<file path="src/rtl/calc_pkg.sv">
// Shared definitions for the calculator key sequencer: key codes, operation
// and state encodings, operand width and the digit-key decoder.
// Optional feature macro: CALC_SEQ_HEX_EN (accepts hex digit keys 0x0A-0x0F).
package calc_pkg;

    localparam int OPERAND_W = 8;

    localparam logic [4:0] KEY_AND    = 5'h10;
    localparam logic [4:0] KEY_OR     = 5'h11;
    localparam logic [4:0] KEY_XOR    = 5'h12;
    localparam logic [4:0] KEY_XNOR   = 5'h13;
    localparam logic [4:0] KEY_EQUALS = 5'h1E;
    localparam logic [4:0] KEY_CLEAR  = 5'h1F;

    typedef enum logic [1:0] {
        OP_AND  = 2'd0,
        OP_OR   = 2'd1,
        OP_XOR  = 2'd2,
        OP_XNOR = 2'd3
    } op_sel_e;

    typedef enum logic [1:0] {
        ENTER_A = 2'd0,
        ENTER_B = 2'd1,
        ISSUE   = 2'd2
    } seq_state_e;

    // Digit keys live in the lower half of the code space; decimal builds
    // only accept 0-9, so 0x0A-0x0F fall through as ignored codes.
    function automatic logic isDigitKey(input logic [4:0] code);
`ifdef CALC_SEQ_HEX_EN
        return code[4] == 1'b0;
`else
        return (code[4] == 1'b0) && (code[3:0] <= 4'd9);
`endif
    endfunction

    function automatic logic isOpKey(input logic [4:0] code);
        return code inside {KEY_AND, KEY_OR, KEY_XOR, KEY_XNOR};
    endfunction

endpackage

</file>
<file path="src/rtl/calc_key_sequencer_if.sv">
// Key-strobe and issue handshake bundle between keypad decoder, sequencer
// and the downstream logic units. The sequencer uses the slave modport; the
// environment around it (keypad side and logic-unit side) uses master.
interface calc_key_sequencer_if;
    import calc_pkg::*;

    logic                 key_valid;
    logic [4:0]           key_code;
    logic                 key_ready;
    logic [OPERAND_W-1:0] op_a;
    logic [OPERAND_W-1:0] op_b;
    logic [1:0]           op_sel;
    logic                 issue_valid;
    logic                 issue_ready;

    modport slave (
        input  key_valid, key_code, issue_ready,
        output key_ready, op_a, op_b, op_sel, issue_valid
    );

    modport master (
        output key_valid, key_code, issue_ready,
        input  key_ready, op_a, op_b, op_sel, issue_valid
    );

endinterface

</file>
<file path="src/rtl/calc_digit_accum.sv">
// Combinational digit accumulator: next = acc*radix + digit, saturating at 255.
// Radix is 16 when CALC_SEQ_HEX_EN is defined, otherwise 10.
module calc_digit_accum
    import calc_pkg::*;
(
    input  logic [OPERAND_W-1:0] acc_i,
    input  logic [3:0]           digit_i,
    output logic [OPERAND_W-1:0] next_o,
    output logic                 sat_o
);

    logic [11:0] wide;

    // Twelve bits hold the worst case (255*16+15) so the overflow test is exact.
    always_comb begin
        wide = '0;
`ifdef CALC_SEQ_HEX_EN
        wide = {acc_i, 4'd0} + {8'd0, digit_i};
`else
        wide = ({4'd0, acc_i} * 12'd10) + {8'd0, digit_i};
`endif
        sat_o  = wide > 12'd255;
        next_o = sat_o ? 8'hFF : wide[7:0];
    end

endmodule

</file>
<file path="src/rtl/calc_key_sequencer.sv">
// Operand-entry sequencer: collects two operands and an operation from key
// strobes and hands {op_a, op_b, op_sel} downstream over valid/ready.
// Optional feature macro: CALC_SEQ_HEX_EN (hex digit entry, via calc_pkg and
// calc_digit_accum).
module calc_key_sequencer
    import calc_pkg::*;
(
    input  logic                 clk,
    input  logic                 rst_n,
    calc_key_sequencer_if.slave  bus,
    output logic [OPERAND_W-1:0] entry_value,
    output logic                 ovf
);

    seq_state_e           state_q;
    logic [OPERAND_W-1:0] opA_q;
    logic [OPERAND_W-1:0] opB_q;
    op_sel_e              opSel_q;
    logic                 ovf_q;

    logic                 keyFire;
    logic                 isDigit;
    logic                 isOp;
    logic                 isEquals;
    logic                 isClear;
    logic [OPERAND_W-1:0] accIn;
    logic [OPERAND_W-1:0] accNext_d;
    logic                 accSat_d;

    assign bus.key_ready   = (state_q != ISSUE);
    assign bus.issue_valid = (state_q == ISSUE);
    assign bus.op_a        = opA_q;
    assign bus.op_b        = opB_q;
    assign bus.op_sel      = opSel_q;
    assign entry_value     = (state_q == ENTER_A) ? opA_q : opB_q;
    assign ovf             = ovf_q;

    assign keyFire  = bus.key_valid && bus.key_ready;
    assign isDigit  = isDigitKey(bus.key_code);
    assign isOp     = isOpKey(bus.key_code);
    assign isEquals = (bus.key_code == KEY_EQUALS);
    assign isClear  = (bus.key_code == KEY_CLEAR);
    assign accIn    = (state_q == ENTER_B) ? opB_q : opA_q;

    calc_digit_accum uAccum (
        .acc_i   (accIn),
        .digit_i (bus.key_code[3:0]),
        .next_o  (accNext_d),
        .sat_o   (accSat_d)
    );

    // Entry FSM: digits feed the active operand, op/equals/clear steer the state, ISSUE waits for the handshake.
    always_ff @(posedge clk or negedge rst_n) begin
        if (!rst_n) begin
            state_q <= ENTER_A;
            opA_q   <= '0;
            opB_q   <= '0;
            opSel_q <= OP_AND;
            ovf_q   <= 1'b0;
        end else begin
            case (state_q)
                ENTER_A, ENTER_B: begin
                    if (keyFire) begin
                        if (isDigit) begin
                            if (state_q == ENTER_A) opA_q <= accNext_d;
                            else                    opB_q <= accNext_d;
                            if (accSat_d) ovf_q <= 1'b1;
                        end else if (isOp) begin
                            opSel_q <= op_sel_e'(bus.key_code[1:0]);
                            if (state_q == ENTER_A) begin
                                opB_q   <= '0;
                                state_q <= ENTER_B;
                            end
                        end else if (isEquals) begin
                            if (state_q == ENTER_B) state_q <= ISSUE;
                        end else if (isClear) begin
                            opA_q   <= '0;
                            opB_q   <= '0;
                            opSel_q <= OP_AND;
                            ovf_q   <= 1'b0;
                            state_q <= ENTER_A;
                        end
                    end
                end
                ISSUE: begin
                    if (bus.issue_ready) begin
                        opA_q   <= '0;
                        opB_q   <= '0;
                        state_q <= ENTER_A;
                    end
                end
                default: state_q <= ENTER_A;
            endcase
        end
    end

endmodule

</file>
<file path="src/flat_wrapper.sv">
// flat-port wrapper written by rule: the top's interface ports become plain ports
module calc_key_sequencer_flat import calc_pkg::*;
  (clk, rst_n, entry_value, ovf, bus_key_valid, bus_key_code, bus_issue_ready, bus_key_ready, bus_op_a, bus_op_b, bus_op_sel, bus_issue_valid);
  calc_key_sequencer_if bus_i ();
  input  logic clk;
  input  logic rst_n;
  output logic [OPERAND_W-1:0] entry_value;
  output logic ovf;
  input wire logic [$bits(bus_i.key_valid)-1:0] bus_key_valid;
  input wire logic [$bits(bus_i.key_code)-1:0] bus_key_code;
  input wire logic [$bits(bus_i.issue_ready)-1:0] bus_issue_ready;
  output wire logic [$bits(bus_i.key_ready)-1:0] bus_key_ready;
  output wire logic [$bits(bus_i.op_a)-1:0] bus_op_a;
  output wire logic [$bits(bus_i.op_b)-1:0] bus_op_b;
  output wire logic [$bits(bus_i.op_sel)-1:0] bus_op_sel;
  output wire logic [$bits(bus_i.issue_valid)-1:0] bus_issue_valid;
  assign bus_i.key_valid = bus_key_valid;
  assign bus_i.key_code = bus_key_code;
  assign bus_i.issue_ready = bus_issue_ready;
  assign bus_key_ready = bus_i.key_ready;
  assign bus_op_a = bus_i.op_a;
  assign bus_op_b = bus_i.op_b;
  assign bus_op_sel = bus_i.op_sel;
  assign bus_issue_valid = bus_i.issue_valid;
  calc_key_sequencer u_core (.clk(clk), .rst_n(rst_n), .bus(bus_i), .entry_value(entry_value), .ovf(ovf));
endmodule
</file>
<file path="config.mk">
export PLATFORM = sky130hd
export DESIGN_NAME = calc_key_sequencer_flat
export DESIGN_NICKNAME = d
export VERILOG_FILES = /design/src/rtl/calc_pkg.sv /design/src/rtl/calc_key_sequencer_if.sv /design/src/rtl/calc_digit_accum.sv /design/src/rtl/calc_key_sequencer.sv /design/src/flat_wrapper.sv
export SDC_FILE = /design/constraint.sdc
export NUM_CORES = 1
export LEC_CHECK = 0
export CAP_MARGIN = 10
export CORE_AREA = 4 4 65 112
export DETAILED_ROUTE_END_ITERATION = 10
export DIE_AREA = 0 0 69 116
export DONT_BUFFER_PORTS = 1
export GPL_TIMING_DRIVEN = 0
export PLACE_DENSITY = 0.46
export SLEW_MARGIN = 20
export SYNTH_ARGS = -nofsm -noshare
export SYNTH_HDL_FRONTEND = slang
export SYNTH_SLANG_ARGS = --single-unit
export TNS_END_PERCENT = 10
</file>
<file path="constraint.sdc">
create_clock -name clk -period 6.1 [get_ports clk]
set_clock_uncertainty 0.1 [all_clocks]
set_input_delay 0.915 -clock clk [delete_from_list [all_inputs] [get_ports clk]]
set_output_delay 0.915 -clock clk [all_outputs]
set_load 0.02 [all_outputs]
</file>
==> flow_metrics.py <==
metrics = {
    "finish": {
        "final_util_pct": 32.0,
        "num-fill-cells": 700,
        "layout-drive-gt1-share_pct": 12.5,
        "synthToLayoutAreaGrowth_pct": 9.65,
        "n_antenna_cell": 0,
        "multi_input_area_um2": 1270,
        "regArea_um2": 526,
        "fin_nets": 232,
    },
    "clock_tree": {
        "cts_hold_buffers": 0,
        "clock_latency_ns": 0.25,
        "cts_buffer_depth": 2,
        "cts-htree-levels": 1,
        "cts-root-buf": "clkbuf_16",
        "cts_made_buffers": 3,
        "path_clk_slew_ns": 0.06,
        "clock-sinks": 21,
        "cts_tree": "done",
        "cts_setup_buffers": 0,
        "cts_resized": 0,
    },
    "die": {
        "die_w_um": 69,
        "core_area_um2": 6440,
        "ios": 38,
        "design.die.area_um2": 8000,
        "die_y_um": 116,
        "rows": 39,
        "start_util_pct": 29.2,
    },
    "critical_path": {
        "cp-startpoint": "u_core.state_q[0]",
        "r2r_end": "u_core.bus.op_b[2]",
        "crit_path_max_fanout": 10,
        "crit_slowest_cell": "or4b_1",
        "reg2regPathDepth": 15,
        "crit_type": "flip-flop to flip-flop",
        "max_stage_delay_ns": 0.60,
        "reg2reg_setup_slack_ns": 1.39,
        "reg2reg_from": "u_core.state_q[0]",
        "start_kind": "flip-flop",
        "end_kind": "flip-flop",
        "arrival_ns": 4.75,
        "crit_required_ns": 6.14,
        "crit_end": "u_core.bus.op_b[2]",
        "crit_chain": "buf_2, nand2b_4, buf_6, mux2i_1, inv_1, ha_1, ha_1, a211oi_1, o31ai_1, a211oi_1, a211oi_2, nor4_4, a22oi_2, or4b_1, a32o_1",
    },
    "yosys": {
        "yosysWarnings": 0,
        "yosys-top-cells-count": "26 x nand2_1, 21 x dfrtp_1, 14 x nor2_1, 14 x o31ai_1, 12 x ha_1",
        "synth-async-reset-ratio_pct": 100,
        "syn_area_per_cell_um2": 9.21,
        "synth_area_um2": 1880,
        "ys_ff_latch": 21,
        "syn_inst": 204,
        "synth_edf_count": 0,
        "yosysUniqueCellTypes": 47,
        "yosysMostFrequentCell": "nand2_1",
        "yosysSeqAreaShare_pct": 28.0,
        "synth_top_area_share_pct": 28.0,
        "synth_area_leader_cell": "dfrtp_1",
        "ys_dominant_reg_cell": "dfrtp_1",
        "synth_nets": 227,
        "yosys-top-cells-area": "dfrtp_1 28%, ha_1 8.0%, mux2_2 6.6%",
    },
    "global_routing": {
        "antenna_found_initial": 0,
        "grt_pass1_wl_um": 8470,
        "grt-ovfl-total": 0,
        "grt_max_degree": 22,
        "track_usage_pct": 13.3,
        "grt_pass1_vias": 1611,
    },
    "timing": {
        "fin_ws_ns": 1.39,
        "maxSlewHeadroom_pct": 35.0,
        "fmax_mhz": 212,
        "fin_setup_tns_ns": 0,
        "min_period_ns": 4.71,
        "maxSlewViolCount": 0,
        "finalHoldViolCount": 0,
        "fin_crit_sh_pct": 77.2,
        "worst_slew_pin_slew_ns": 0.971,
        "setup_viol": 0,
        "rsz0062_at_grt": "no",
    },
    "placed_design": {
        "place_ws_ns": 1.41,
        "hpwl_um": 4120,
        "gp_congestion": 0.789,
        "port_buffers": 0,
    },
    "run": {
        "maxCapViolations": 0,
    },
    "drt": {
        "first_pass_iters": 5,
        "drt_iter0_drc": 78,
        "dr_total_vias": 1587,
        "drt-total-wl_um": 5310,
        "drc": 0,
        "postRouteAntennaNets": 0,
        "routedWlPerCell_um": 18.3,
        "vias_per_cell": 5.47,
    },
    "worst_hold_path": {
        "hp-class": "input port to async pin",
    },
    "outcome": {
        "status": "finished clean",
    },
}
[flip-flops by register name (all words and copies together) (netlist names)]
name               flops
u_core.state_q         2
u_core.bus.op_b        8
u_core.ovf             1
u_core.bus.op_sel      2
u_core.bus.op_a        8
[critical path, delay by kind of cell, from the launching register on]
kind	cells	cell delay [ns]
AOI/OAI and AO/OA	6	1.42
adders and majority gates	2	0.66
buffers and inverters	3	0.44
DFF	1	0.35
muxes	1	0.37
and+or+nand+nor	3	1.26
[area by class of cell]
class,count,area share (%)
inverters,11,2.00
well taps,82,4.98
multi-input cells,166,61.8
plain buffers,6,1.88
clock buffers,4,3.83
flip-flops and latches,21,25.5
[cell usage in the layout, fill, tap and decap left out, drive strengths merged]
master / netlist / routed
o21a: 1 / 1
a31oi: 1 / 1
nor2: 14 / 14
xnor2: 4 / 4
nor2b: 2 / 2
or4b: 2 / 2
nor3: 3 / 3
nand2: 26 / 26
and2: 1 / 1
nand3: 1 / 1
mux2i: 7 / 7
o31a: 1 / 1
nor4b: 2 / 2
a211oi: 4 / 4
and4: 5 / 5
o31ai: 14 / 14
ha: 12 / 12
and4b: 2 / 2
inv: 11 / 11
mux2: 11 / 11
nor4: 3 / 3
clkbuf: 2 / 6
a22o: 1 / 1
o21ai: 7 / 7
o21ba: 1 / 1
nand4: 5 / 5
nand4b: 1 / 1
fa: 2 / 2
xor2: 7 / 7
or3: 1 / 1
a22oi: 1 / 1
a32o: 4 / 4
a31o: 1 / 1
buf: 4 / 4
a21o: 2 / 2
o32a: 1 / 1
dfrtp: 21 / 21
nand2b: 7 / 7
a21oi: 9 / 9
[kinds of logic (layout without fill, tap and decap cells)]
kind of cell,Yosys count,count (layout),synth area share [%]
flip-flops,21,21,28.0
multiplexers,18,18,11.2
AND/OR/NAND/NOR,75,75,22.4
XOR/XNOR,11,11,5.53
adder cells (fa/ha/maj),14,14,10.1
AO/OA/AOI/OAI,48,48,18.5
buffers and inverters,17,21,4.26
[metrics by stage]
step                      cell area, um^2  hold WS [ns]  instances
after floorplan                      1880         0.410        204
after global placement               1980         0.441        286
after detailed placement             1980         0.437        286
after CTS                            2060         0.253        290
after global routing                 2060         0.244        290
final                                2060         0.255        290
[layer usage]
layer  track usage [%]  wire [um]  vias up
met5                 0          0        -
met4              4.04        113        0
met3              2.69        264        8
met2              25.5       2860       49
met1              14.5       2060      759
li1                  -          -      771
[worst min-delay path by stage]
stage / cells after the start / end / start / slack (ns)
2_1_floorplan: 2 / u_core.state_q[0] / u_core.state_q[1] / 0.41
3_3_place_gp: 2 / u_core.state_q[0] / u_core.state_q[1] / 0.44
3_5_place_dp: 2 / u_core.state_q[0] / u_core.state_q[1] / 0.44
4_1_cts: 0 / u_core.state_q[0] / rst_n / 0.25
5_1_grt: 0 / u_core.state_q[0] / rst_n / 0.24
6_report: 0 / u_core.state_q[0] / rst_n / 0.26
Power is not shown: default switching activity piles up to over one toggle a cycle in this logic, so the estimate is an artifact.
